[src/rtl/x_event_counter_fsm.sv]
`default_nettype none
// ============================================================================
//  Module   : x_event_counter_fsm
//  Purpose  : Counts x events up to a latched terminal count, flags TERM with
//             a level, a one-cycle entry pulse and a sticky overflow.
//  Revision : 1.0  initial release
// ============================================================================
module x_event_counter_fsm #(
   parameter int WIDTH = 2
) (
   input  logic             clk,
   input  logic             rst_n,
   input  logic             en,
   input  logic             clr,
   input  logic             x,
   input  logic             mode,
   input  logic [WIDTH-1:0] term_cnt,
   output logic             y,
   output logic             y_pulse,
   output logic [WIDTH-1:0] count,
   output logic             ovf,
   output logic [1:0]       state
);

   typedef enum logic [1:0] {
      IDLE  = 2'b00,
      COUNT = 2'b01,
      TERM  = 2'b10
   } state_t;

   localparam logic [WIDTH-1:0] c_ONE = WIDTH'(1);
   localparam logic [WIDTH:0]   c_INC = (WIDTH + 1)'(1);

   state_t           r_state, w_state;
   logic [WIDTH-1:0] r_count, w_count;
   logic [WIDTH-1:0] r_tc, w_tc;
   logic             r_y, w_y;
   logic             r_pulse, w_pulse;
   logic             r_ovf, w_ovf;
   logic             w_hit;

   // Extra bit keeps the compare exact even when tc_q is the all-ones value.
   assign w_hit = (({1'b0, r_count} + c_INC) == {1'b0, r_tc});

   always_ff @(posedge clk or negedge rst_n) begin
      if (!rst_n) begin
         r_state <= IDLE;
         r_count <= '0;
         r_tc    <= c_ONE;
         r_y     <= 1'b0;
         r_pulse <= 1'b0;
         r_ovf   <= 1'b0;
      end else begin
         r_state <= w_state;
         r_count <= w_count;
         r_tc    <= w_tc;
         r_y     <= w_y;
         r_pulse <= w_pulse;
         r_ovf   <= w_ovf;
      end
   end

   always_comb begin
      w_state = r_state;
      w_count = r_count;
      w_tc    = r_tc;
      w_ovf   = r_ovf;
      w_pulse = 1'b0;
      if (clr) begin
         w_state = IDLE;
         w_count = '0;
         w_ovf   = 1'b0;
      end else if (en) begin
         case (r_state)
            IDLE: begin
               w_state = COUNT;
               w_count = '0;
               w_tc    = (term_cnt == '0) ? c_ONE : term_cnt;
            end
            COUNT: begin
               if (x) begin
                  if (w_hit) begin
                     w_state = TERM;
                     w_count = r_tc;
                     w_pulse = 1'b1;
                  end else begin
                     w_count = r_count + c_ONE;
                  end
               end
            end
            TERM: begin
               if (x) begin
                  if (mode) begin
                     w_ovf = 1'b1;
                  end else begin
                     w_state = COUNT;
                     w_count = '0;
                  end
               end
            end
            default: begin
               w_state = IDLE;
               w_count = '0;
            end
         endcase
      end
      // y is a registered decode of the next state, so it tracks TERM exactly.
      w_y = (w_state == TERM);
   end

   assign y       = r_y;
   assign y_pulse = r_pulse;
   assign count   = r_count;
   assign ovf     = r_ovf;
   assign state   = r_state;

endmodule
`default_nettype wire

[config.mk]
export PLATFORM = sky130hd
export DESIGN_NAME = x_event_counter_fsm
export DESIGN_NICKNAME = d
export VERILOG_FILES = /design/src/rtl/x_event_counter_fsm.sv
export SDC_FILE = /design/constraint.sdc
export NUM_CORES = 1
export LEC_CHECK = 0
export ABC_AREA = 1
export CORE_UTILIZATION = 40
export DETAILED_ROUTE_END_ITERATION = 7
export HOLD_SLACK_MARGIN = 0.05
export PLACE_DENSITY = 0.71
export SLEW_MARGIN = 20
export SYNTH_ARGS = -nofsm -noshare
export SYNTH_HDL_FRONTEND = slang
export SYNTH_SLANG_ARGS = --single-unit
export TNS_END_PERCENT = 50
[constraint.sdc]
create_clock -name clk -period 1.4 [get_ports clk]
set_clock_uncertainty 0.15 [all_clocks]
set_input_delay 0.28 -clock clk [delete_from_list [all_inputs] [get_ports clk]]
set_output_delay 0.28 -clock clk [all_outputs]
set_load 0.03 [all_outputs]
==> results_dict.tcl <==
set metrics [dict create \
    status "completed" \
    ios 15 \
    final_common_cell "nand2_1" \
    synthesis.area_sq_um 540.5 \
    h-tree-depth 1 \
    maxCapViolations 0 \
    synth_top_family_by_area "simple AND/OR/NAND/NOR gates" \
    rsz0062_at_grt "true" \
    yosysTopAreaCellShare_pct 37.04 \
    final_cell_mix "nand2_1 (21), inv_1 (11), nor2_1 (10)" \
    clk_latency_ns 0.27 \
    antenna_found_initial 0 \
    clk_pin_slew_ns 0.07 \
    port_buffers 14 \
    fin_crit_ns 1.399 \
    fp.dieArea_sq_um 1502 \
    routed_via_density 4.726 \
    synth_nets 86 \
    cts-root-buf "clkbuf_4" \
    setup_viol 0 \
    post_drt_wl_per_cell_um 10.04 \
    syn_to_final_growth_pct 44.91 \
    place.gp.congestion 0.7581 \
    dpl.hpwl_um 907 \
    path_common_cell "nor2_1" \
    die_w_um 38.76 \
    core_sq_um 1186 \
    syn_inst 77 \
    cp-start-kind "register" \
    max-slew-margin-rel_pct 73.40 \
    crit_path_max_fanout 3 \
    cts.sinks 9 \
    synth.avg_cell_area_sq_um 7.020 \
    routed_wl_um 1135 \
    fmaxAchievable_ghz 0.7147 \
    start_util_pct 45.57 \
    criticalPathCategory "reg2reg" \
    ys.warnings.count 0 \
    yosys.area_share.adder_pct 2.315 \
    grt_pass1_vias 456 \
    synthSimpleGateAreaFrac_pct 39.58 \
    cp.required_ns 1.45 \
    num_vias 534 \
    path_buf_inv 0 \
    worstSetupEndpointType "register" \
    cts_hold_buf 0 \
    ys_ff_latch 9 \
    synth_compound_area_share_pct 7.870 \
    grt_util_all_layers_pct 18.70 \
    p_leak_nw 0.4219 \
    power_mw 0.8462 \
    synthTopCellsByArea "dfrtp_1 (37%), nand2_1 (15%), inv_1 (7.6%)" \
    place_ws_ns -0.2402 \
    ant_nets 0 \
    synth-xor-area-share_pct 0 \
    worst_slack_ns 0.0008568 \
    cp_slowest_cell "dfrtp_2" \
    placed_cells 108 \
    post-synth-top-area-cell "dfrtp_1" \
    arrival_ns 1.45 \
    crit_family "simple AND/OR/NAND/NOR gates" \
    r2r-end "y" \
    ys_seq_area_share_pct 41.90 \
    grt_max_degree 10 \
    drc 0 \
    ctsLongestPathBuffers 2 \
    hp-class "in2async" \
    drv_slew 0 \
    post-route-period-util_pct 99.94 \
    first_pass_iters 4 \
    cellPowerDensity_nw_per_um2 1080 \
    r2r_start "count[0]" \
    path_cells "ha_4 > nor2_1 > nor2_1 > nand3_1 > nand2_1 > nand2_2 > nor2_2" \
    die_y_um 38.76 \
    overflow 0 \
    grt_pass1_wl_um 1821 \
    final_cells 113 \
    cts_tree "built" \
    r2r.worst_path.cells 7 \
    peakVddDrop_v 0.0006557 \
    regToRegSetupSlack_ns 0.0009 \
    cpPeakStageDelay_ns 0.42 \
    numCtsBuffers 3 \
    drive_above_1_share_pct 29.29 \
    synth.mux.area_fraction_pct 0 \
    num-nets-final 109 \
    rows 12 \
    hold_viol 0 \
    first_iter_violations 10 \
    synth_cell_types 16 \
    worstMarginPinSlew_ns 0.3978 \
    diodes 0 \
]
-- cell type report --
class	instances	area [sq um]
Timing Repair Buffer	18	172.7
Inverter	12	45.04
Multi-Input combinational cell	56	291.5
Clock inverter	1	5.005
Tap cell	14	17.52
Sequential cell	9	229.0
Fill cell	110	402.9
Clock buffer	3	22.52
-- synthesized netlist by cell type (all sizes together) --
| cell | instances |
|---|---|
| ha | 1 |
| o21ai | 3 |
| nand3 | 7 |
| a21oi | 4 |
| dfstp | 1 |
| nand2 | 24 |
| inv | 12 |
| nor2 | 13 |
| dfrtp | 8 |
| nor3 | 4 |
-- timing repair --
item                       in CTS  in global routing
gates resized for setup         2                  4
setup endpoints to repair       3                  8
pin swaps                       1                  0
buffers inserted                0                  1
-- worst reg2reg max path: cells and delay by family, from the launching register on --
kind,cells,cell delay (ns)
and+or+nand+nor,6,0.49
DFF,1,0.42
adders and majority gates,1,0.28
-- metal layers --
| layer | part of all wire, % | track usage [%] | routed length (um) |
|---|---|---|---|
| met1 | 46 | 21.79 | 526 |
| met2 | 48 | 30.42 | 540 |
| met3 | 6.0 | 8.671 | 68 |
| met4 | 0 | 5.172 | 0 |
| met5 | 0 | 0 | 0 |
-- worst max-delay path by stage --
stage             start  cells past startpoint       end  slack [ns]
2_1_floorplan  count[1]                      7  state[1]       -0.02
6_report       count[0]                      7         y      0.0009
4_1_cts        count[1]                      7         y       -0.01
5_1_grt        count[0]                      7         y       -0.07
3_3_place_gp        clr                      8  state[1]       -0.23
3_5_place_dp        clr                      8  state[1]       -0.24
-- kinds of logic after synthesis --
logic type | count (synthesis)
AOI/OAI and AO/OA | 7
adders and majority gates | 1
DFF | 9
buffers and inverters | 12
and+or+nand+nor | 48
-- report_power, final --
group	internal, mW	switching, mW
Combinational	0.132	0.184
Clock	0.106	0.0965
Sequential	0.298	0.0308
Total	0.535	0.311
-- stage by stage --
step | cell area (sq um) | utilization [%] | hold slack, ns | TNS, ns
3_3_place_gp | 728.2 | 61.39 | 0.3447 | -1.479
5_1_grt | 783.3 | 66.03 | 0.1876 | -0.1685
3_5_place_dp | 728.2 | 61.39 | 0.3470 | -1.590
6_report | 783.3 | 66.03 | 0.1540 | 0
4_1_cts | 763.2 | 64.35 | 0.1565 | -0.01958
2_1_floorplan | 565.5 | - | -0.1656 | -0.02440
-- state kept, by name, indices dropped and copies added (netlist names) --
signal and flops:
ovf 1, r_tc 2, y_pulse 1, y 1, count 2, state 2
Note: power is estimated with default switching activity, not from simulation.
